### src/rtl/booth_mul_pkg.sv
// Shared widths, Booth digit encoding and carry-save helpers for booth_mul.
package booth_mul_pkg;

  localparam int WIDTH   = 32;
  localparam int PROD_W  = 2 * WIDTH;
  localparam int NUM_PP  = WIDTH / 2 + 1;
  localparam int LATENCY = 4;

  typedef enum logic [2:0] {
    ZERO,
    POS1,
    POS2,
    NEG1,
    NEG2
  } booth_digit_e;

  // Radix-4 recoding of (b[2i+1], b[2i], b[2i-1]).
  function automatic booth_digit_e booth_digit(input logic [2:0] trip);
    booth_digit_e d;
    case (trip)
      3'b001, 3'b010: d = POS1;
      3'b011:         d = POS2;
      3'b100:         d = NEG2;
      3'b101, 3'b110: d = NEG1;
      default:        d = ZERO;
    endcase
    return d;
  endfunction

  function automatic logic [PROD_W-1:0] csa_sum(input logic [PROD_W-1:0] x,
                                                input logic [PROD_W-1:0] y,
                                                input logic [PROD_W-1:0] z);
    return x ^ y ^ z;
  endfunction

  function automatic logic [PROD_W-1:0] csa_carry(input logic [PROD_W-1:0] x,
                                                  input logic [PROD_W-1:0] y,
                                                  input logic [PROD_W-1:0] z);
    return ((x & y) | (x & z) | (y & z)) << 1;
  endfunction

endpackage

### src/rtl/booth_mul_pp.sv
// One Booth partial product: the selected multiple of the multiplicand, one's-complemented
// when negative and shifted into place; neg_o is the +1 that completes the negation.
module booth_pp_gen
  import booth_mul_pkg::*;
#(
  parameter int SHIFT = 0
) (
  input  logic [WIDTH-1:0]  multiplicand_i,
  input  booth_digit_e      digit_i,
  output logic [PROD_W-1:0] pp_o,
  output logic              neg_o
);

  logic [PROD_W-1:0] ext;
  logic [PROD_W-1:0] mag;

  // The +1 lands at bit SHIFT because the low SHIFT bits of the shifted complement are zero.
  always_comb begin
    ext = {{(PROD_W-WIDTH){multiplicand_i[WIDTH-1]}}, multiplicand_i};
    case (digit_i)
      POS1, NEG1: mag = ext;
      POS2, NEG2: mag = ext << 1;
      default:    mag = '0;
    endcase
    neg_o = (digit_i == NEG1) || (digit_i == NEG2);
    pp_o  = (neg_o ? ~mag : mag) << SHIFT;
  end

endmodule

### src/rtl/booth_mul.sv
// Four-stage pipelined signed multiplier (radix-4 Booth, 3:2 carry-save tree, final adder).
// Defining BOOTH_MUL_ASSERT_EN compiles in simulation-only protocol and result checks.
module booth_mul
  import booth_mul_pkg::*;
#(
  parameter int WIDTH = 32
) (
  input  logic                 clk,
  input  logic                 rst_n,
  input  logic [WIDTH-1:0]     data1,
  input  logic [WIDTH-1:0]     data2,
  input  logic                 valid_i,
  output logic                 ready_o,
  output logic                 valid_o,
  input  logic                 ready_i,
  output logic [2*WIDTH-1:0]   res
);

  logic                stall;
  logic [WIDTH+2:0]    b_pad;
  booth_digit_e        dig_d [NUM_PP];
  booth_digit_e        dig_q [NUM_PP];
  logic [WIDTH-1:0]    a_q;
  logic                v1_q, v2_q, v3_q, v4_q;
  logic [PROD_W-1:0]   pp [NUM_PP];
  logic [NUM_PP-1:0]   neg;
  logic [PROD_W-1:0]   l0 [NUM_PP+1];
  logic [PROD_W-1:0]   l1 [12];
  logic [PROD_W-1:0]   l2_d [8];
  logic [PROD_W-1:0]   l2_q [8];
  logic [PROD_W-1:0]   l3 [6];
  logic [PROD_W-1:0]   l4 [4];
  logic [PROD_W-1:0]   l5 [3];
  logic [PROD_W-1:0]   sum_d, carry_d, sum_q, carry_q;
  logic [PROD_W-1:0]   res_q;

  assign stall   = v4_q && !ready_i;
  assign ready_o = !stall;
  assign valid_o = v4_q;
  assign res     = res_q;

  // data2 sign-extended to 34 bits with the implicit b[-1]=0 below bit 0.
  assign b_pad = {data2[WIDTH-1], data2[WIDTH-1], data2, 1'b0};

  always_comb begin
    for (int i = 0; i < NUM_PP; i++) dig_d[i] = booth_digit(b_pad[2*i +: 3]);
  end

  for (genvar i = 0; i < NUM_PP; i++) begin : g_pp
    booth_pp_gen #(.SHIFT(2*i)) u_pp (
      .multiplicand_i (a_q),
      .digit_i        (dig_q[i]),
      .pp_o           (pp[i]),
      .neg_o          (neg[i])
    );
  end

  // Negation correction bits never collide, so they share one extra row.
  always_comb begin
    for (int i = 0; i < NUM_PP; i++) l0[i] = pp[i];
    l0[NUM_PP] = '0;
    for (int i = 0; i < NUM_PP; i++) l0[NUM_PP][2*i] = neg[i];
  end

  for (genvar g = 0; g < 6; g++) begin : g_l1
    assign l1[2*g]   = csa_sum  (l0[3*g], l0[3*g+1], l0[3*g+2]);
    assign l1[2*g+1] = csa_carry(l0[3*g], l0[3*g+1], l0[3*g+2]);
  end

  for (genvar g = 0; g < 4; g++) begin : g_l2
    assign l2_d[2*g]   = csa_sum  (l1[3*g], l1[3*g+1], l1[3*g+2]);
    assign l2_d[2*g+1] = csa_carry(l1[3*g], l1[3*g+1], l1[3*g+2]);
  end

  // Second half of the tree runs between the S2 and S3 registers: 8 -> 6 -> 4 -> 3 -> 2 rows.
  for (genvar g = 0; g < 2; g++) begin : g_l3
    assign l3[2*g]   = csa_sum  (l2_q[3*g], l2_q[3*g+1], l2_q[3*g+2]);
    assign l3[2*g+1] = csa_carry(l2_q[3*g], l2_q[3*g+1], l2_q[3*g+2]);
  end
  assign l3[4] = l2_q[6];
  assign l3[5] = l2_q[7];

  for (genvar g = 0; g < 2; g++) begin : g_l4
    assign l4[2*g]   = csa_sum  (l3[3*g], l3[3*g+1], l3[3*g+2]);
    assign l4[2*g+1] = csa_carry(l3[3*g], l3[3*g+1], l3[3*g+2]);
  end

  assign l5[0]   = csa_sum  (l4[0], l4[1], l4[2]);
  assign l5[1]   = csa_carry(l4[0], l4[1], l4[2]);
  assign l5[2]   = l4[3];
  assign sum_d   = csa_sum  (l5[0], l5[1], l5[2]);
  assign carry_d = csa_carry(l5[0], l5[1], l5[2]);

  // A single stall freezes every stage; only valid bits and res are cleared on reset.
  always_ff @(posedge clk) begin
    if (rst_n) begin
      v1_q  <= 1'b0;
      v2_q  <= 1'b0;
      v3_q  <= 1'b0;
      v4_q  <= 1'b0;
      res_q <= '0;
    end else if (!stall) begin
      v1_q    <= valid_i;
      a_q     <= data1;
      dig_q   <= dig_d;
      v2_q    <= v1_q;
      l2_q    <= l2_d;
      v3_q    <= v2_q;
      sum_q   <= sum_d;
      carry_q <= carry_d;
      v4_q    <= v3_q;
      res_q   <= sum_q + carry_q;
    end
  end

`ifdef BOOTH_MUL_ASSERT_EN
  logic                     chk_rst_seen_q = 1'b0;
  logic                     chk_stall_q    = 1'b0;
  logic [PROD_W-1:0]        chk_res_q;
  logic signed [PROD_W-1:0] chk_exp_q [$];

  always @(posedge clk) begin
    if (!rst_n && chk_rst_seen_q && $isunknown(valid_o))
      $error("booth_mul: valid_o is X after reset");
    if (!rst_n && chk_stall_q && res != chk_res_q)
      $error("booth_mul: res changed while stalled");
    if (rst_n) begin
      chk_exp_q.delete();
    end else begin
      if (valid_o && ready_i) begin
        if (chk_exp_q.size() == 0)
          $error("booth_mul: product emitted with nothing in flight");
        else if (res != chk_exp_q.pop_front())
          $error("booth_mul: product mismatch");
      end
      if (valid_i && ready_o)
        chk_exp_q.push_back(PROD_W'($signed(data1)) * PROD_W'($signed(data2)));
    end
    chk_rst_seen_q <= chk_rst_seen_q || rst_n;
    chk_stall_q    <= !rst_n && stall;
    chk_res_q      <= res;
  end
`endif

endmodule

### config.mk
export PLATFORM = sky130hd
export DESIGN_NAME = booth_mul
export DESIGN_NICKNAME = d
export VERILOG_FILES = /design/src/rtl/booth_mul_pkg.sv /design/src/rtl/booth_mul_pp.sv /design/src/rtl/booth_mul.sv
export SDC_FILE = /design/constraint.sdc
export NUM_CORES = 2
export LEC_CHECK = 0
export CAP_MARGIN = 20
export CORE_ASPECT_RATIO = 0.8
export CORE_MARGIN = 10
export CORE_UTILIZATION = 50
export CTS_BUF_LIST = sky130_fd_sc_hd__clkbuf_16
export CTS_CLUSTER_DIAMETER = 30
export DETAILED_ROUTE_END_ITERATION = 16
export PLACE_DENSITY = 0.66
export SLEW_MARGIN = 20
export SYNTH_ARGS = -nofsm -noshare
export SYNTH_HDL_FRONTEND = slang
export SYNTH_HIERARCHICAL = 1
export SYNTH_SLANG_ARGS = --single-unit
export TNS_END_PERCENT = 30
### constraint.sdc
create_clock -name clk -period 36.7 [get_ports clk]
set_input_delay 9.175 -clock clk [delete_from_list [all_inputs] [get_ports clk]]
set_output_delay 9.175 -clock clk [all_outputs]
set_load 0.02 [all_outputs]
Word level (Yosys, flattened, before mapping). Cells that the tools add are included.

Add/sub/neg operators: 1. Equality and inequality tests: 167. Mux-type cells: 51. Bitwise logic cells: 131. Reduce and logical (&&, ||, !) cells: 87.

Operators by type and width (count): $and A63 B63 Y63 (46); $or A63 B63 Y63 (32); $xor A64 B64 Y64 (31); $eq A3 B2 Y1 const B (66); $eq A3 B3 Y1 const B (65); $pmux W3 S4 (16); $reduce_or A2 Y1 (66); $pmux W64 S2 (1); $and A63 B33 Y63 (2); $pmux W62 S2 (1); $pmux W60 S2 (1); $pmux W58 S2 (1); $pmux W56 S2 (1); $pmux W54 S2 (1); $pmux W52 S2 (1); $pmux W50 S2 (1); $eq A3 B1 Y1 const B (33); $pmux W48 S2 (1); $pmux W46 S2 (1); $pmux W44 S2 (1); $pmux W42 S2 (1); $pmux W40 S2 (1); $pmux W38 S2 (1); $pmux W36 S2 (1); 46 further kinds (65).

Register bits after elaboration: 786. Bits of input ports: 68. Output and inout port bits: 66. Word-level logic and storage cells: 470.

Depth between registers and ports, before layout.
Depth in word-level cells: 12. Mapped depth: 13. Mapped depth without buffers: 13.

Hierarchy. The synthesis kept the hierarchy.

By module, submodules not included: booth_mul (instances 1, cells each 4155, area each 53513.8 sq um, seq. area each 22741.8 sq um); booth_pp_gen (g_pp[10].u_pp ...) (instances 15, cells each 194, area each 1580.3 sq um, seq. area each 0.0 sq um); booth_pp_gen (g_pp[0].u_pp) (instances 1, cells each 193, area each 1576.5 sq um, seq. area each 0.0 sq um); booth_pp_gen (g_pp[16].u_pp) (instances 1, cells each 153, area each 1492.7 sq um, seq. area each 0.0 sq um).

Worst setup path before layout. OpenSTA, ideal clock, no wires.

Kind: in2reg. From: in ready_i. To: reg res_q[37] (netlist: res[37]). Arrival: 28671 ps. Data required time: 36532 ps. Setup slack: 7861 ps. Stages: 4. Path buffers: 1. Cell sequence: nor2b_1 > buf_6 > nor2_2 > a22o_1.

Cells in the longest elaborated chain, start to end: 2.

Ends and longest elaborated chain: from (decl) (line booth_mul.sv:15) `input logic ready_i,`; $logic_not A1 Y1 (line booth_mul.sv:37) `assign stall = v4_q && !ready_i;`; $logic_and A1 B1 Y1 (line booth_mul.sv:37); to (signal assigned) (line booth_mul.sv:112) `res_q <= sum_q + carry_q;`; to (decl) (line booth_mul.sv:35) `logic [PROD_W-1:0] res_q;`.

No other way between the ends. A chain may end at the register's enable or synchronous reset.

Final worst setup path.
From: in ready_i. To: out ready_o.

Cells in the longest elaborated chain, start to end: 3.

Ends and longest elaborated chain: $logic_not A1 Y1 (line booth_mul.sv:37); $logic_and A1 B1 Y1 (line booth_mul.sv:37); $logic_not A1 Y1; to (decl) (line booth_mul.sv:13) `output logic ready_o,`.

No other way between the ends.

==> impl_metrics.env <==
export IMPL_outcome="finished, final reports clean"
export IMPL_cts_tree="built"
export IMPL_period_share_pct=54.3
export IMPL_cts_sinks=780
export IMPL_vdd_drop_max_v=0.000123
export IMPL_grt_pass1_wl_um=333000
export IMPL_powerDensity_nw_per_um2=85.8
export IMPL_synth_top_area_share_pct=26.6
export IMPL_firstDrtPassIters=6
export IMPL_synth_edf_count=712
export IMPL_routed_wl_um=219000
export IMPL_insertion_delay_ns=0.85
export IMPL_layout_nets=8191
export IMPL_synth_area_per_cell_sq_um=10.8
export IMPL_area_delta_synth_final_pct=7.38
export IMPL_drtAntennaViolNets=0
export IMPL_synthFlopType="edfxtp_1"
export IMPL_hp_class="reg2reg"
export IMPL_synth_area_top_cells="edfxtp_1 (27%), fa_1 (24%), inv_1 (7.1%), nor4bb_1 (6.0%), xor2_1 (5.9%)"
export IMPL_fin_setup_tns_ns=0
export IMPL_ys_types=73
export IMPL_yosysTopAreaCell="edfxtp_1"
export IMPL_setup_viol=0
export IMPL_worstPathArrival_ns=10.77
export IMPL_netlist_area_sq_um=80300
export IMPL_cp_start_kind="input pin"
export IMPL_overflow=0
export IMPL_yosys_warnings=6
export IMPL_antenna_cells=0
export IMPL_cts_setup_buffers=0
export IMPL_wl_per_cell_um=23.5
export IMPL_clk_path_buf_depth=3
export IMPL_cap_viol_max_count=0
export IMPL_drcViolationCount=0
export IMPL_final_cell_mix="inv_1 (1552), fa_1 (949), edfxtp_1 (712), xor2_1 (541)"
export IMPL_drive_gt1_share_pct=6.74
export IMPL_drt_initial_drc_count=5684
export IMPL_start_util_pct=50.3
export IMPL_place_congestion=0.900
export IMPL_netlist_instances=7411
export IMPL_track_usage_pct=24.5
export IMPL_fin_skew_ns=0.0878
export IMPL_htreeDepth=4
export IMPL_critPathRequiredTime_ns=27.52
export IMPL_clk_pin_slew_ns=0.05
export IMPL_fp_coreArea_sq_um=159000
export IMPL_drt_vias_per_instance=5.73
export IMPL_hold_buffers=0
export IMPL_cts_buffers=185
export IMPL_final_min_clock_period_ns=19.94
export IMPL_report_power_total_mw=7.39
export IMPL_final_common_cell="inv_1"
export IMPL_grt_max_degree=176
export IMPL_timing_hold_violations_final=0
export IMPL_io_pins=134
export IMPL_ys_ff_latch=780
export IMPL_cts_resized=0
export IMPL_rsz0062_at_grt="no"
export IMPL_slew_viol_final=0
export IMPL_relSlewSlack_pct=21.0
export IMPL_rows=131
export IMPL_chipWidth_um=468
export IMPL_hpwlAfterDp_um=147000
export IMPL_num_vias=53500
export IMPL_fmax_ghz=0.0501
export IMPL_die_area_sq_um=177000
export IMPL_worstMarginPinSlew_ns=1.18
export IMPL_async_flop_share_pct=0
export IMPL_io_buffers=133
export IMPL_ys_seq_area_share_pct=28.3
export IMPL_grt_pass1_vias=53700
export IMPL_clockRootBuffer="clkbuf_16"
export IMPL_end_kind="primary output"
export IMPL_antenna_found_initial=5
export IMPL_die_h_um=378
export IMPL_crit_type="in2out"
export IMPL_p_leak_nw=39.2
export IMPL_cp_max_fo=44
## registers in the layout, summed over array words and instances, names as in the netlist
signal and flops:
carry_q 62, v2_q 1, dig_q 48, v1_q 1
v3_q 1, a_q 32, sum_q 64, l2_q 506
valid_o 1, res 64
## cell usage after synthesis (all sizes together), types with 113 or more instances
cell type / n
nor4bb: 481
xor2: 541
a21oi: 132
nor4b: 480
ha: 119
buf: 839
nand2: 146
edfxtp: 712
xnor2: 113
inv: 1528
clkbuf: 232
a211o: 481
fa: 949
## routing by layer
layer | share of wire (%) | global-route usage [%] | vias up
met5 | 0.012 | 0 | -
met4 | 2.3 | 6.09 | 4
met3 | 12 | 7.66 | 350
met2 | 41 | 34.0 | 2456
met1 | 45 | 37.0 | 27200
li1 | - | - | 23500
## logic make-up after synthesis
kind of cell / Yosys count / synth area share [%]
compound gates: 885 / 8.83
flops: 780 / 28.3
buf+inv: 2599 / 15.5
other cells: 17 / 0.0795
mux: 1 / 0.0125
fa+ha+maj: 1068 / 25.5
simple gates: 1407 / 14.6
xor+xnor: 654 / 7.13
## path summary, 6_finish.rpt
check | from | endpoint | slack [ns] | cells after the start
setup / recovery | ready_i | ready_o | 16.76 | 5
hold / removal | res[5] | res[5] | 0.45 | 2
setup reg to reg | valid_o | l2_q[282] | 32.07 | 7
hold reg to reg | res[5] | res[5] | 0.45 | 2
## per-stage QoR
| stage | util, % | hold slack [ns] | cells | cell area, sq um | setup WS, ns |
|---|---|---|---|---|---|
| after global placement | 49.9 | 0.443 | 8991 | 79600 | 16.75 |
| after global routing | 54.1 | 0.461 | 9340 | 86200 | 16.70 |
| after CTS | 54.0 | 0.450 | 9336 | 86100 | 16.76 |
| after detailed placement | 49.9 | 0.445 | 8992 | 79700 | 16.75 |
| final | 54.1 | 0.451 | 9340 | 86200 | 16.76 |
| after floorplan | - | 0.432 | 7680 | 81300 | 7.86 |
## worst max-delay path, cell delays in order
cell and delay (ns):
clkdlybuf4s50_1 0.44, nor2b_4 0.11, buf_4 0.41, inv_2 0.06
clkdlybuf4s50_1 0.55
## power breakdown
group | total, mW | switching, mW | leakage, nW | internal, mW
sequential | 1.66 | 0.137 | 7.63 | 1.52
clock | 1.67 | 0.573 | 3.20 | 1.10
combinational | 4.06 | 2.53 | 28.4 | 1.53
total | 7.39 | 3.24 | 39.2 | 4.15
## cell type report
class	count	area, sq um
Clock buffer	187	4680
Clock inverter	157	1810
Fill cell	13300	73300
Inverter	1528	5740
Multi-Input combinational cell	4301	46200
Sequential cell	780	22700
Tap cell	2128	2660
Timing Repair Buffer	259	2350
Note: power is estimated with default switching activity, not from simulation.
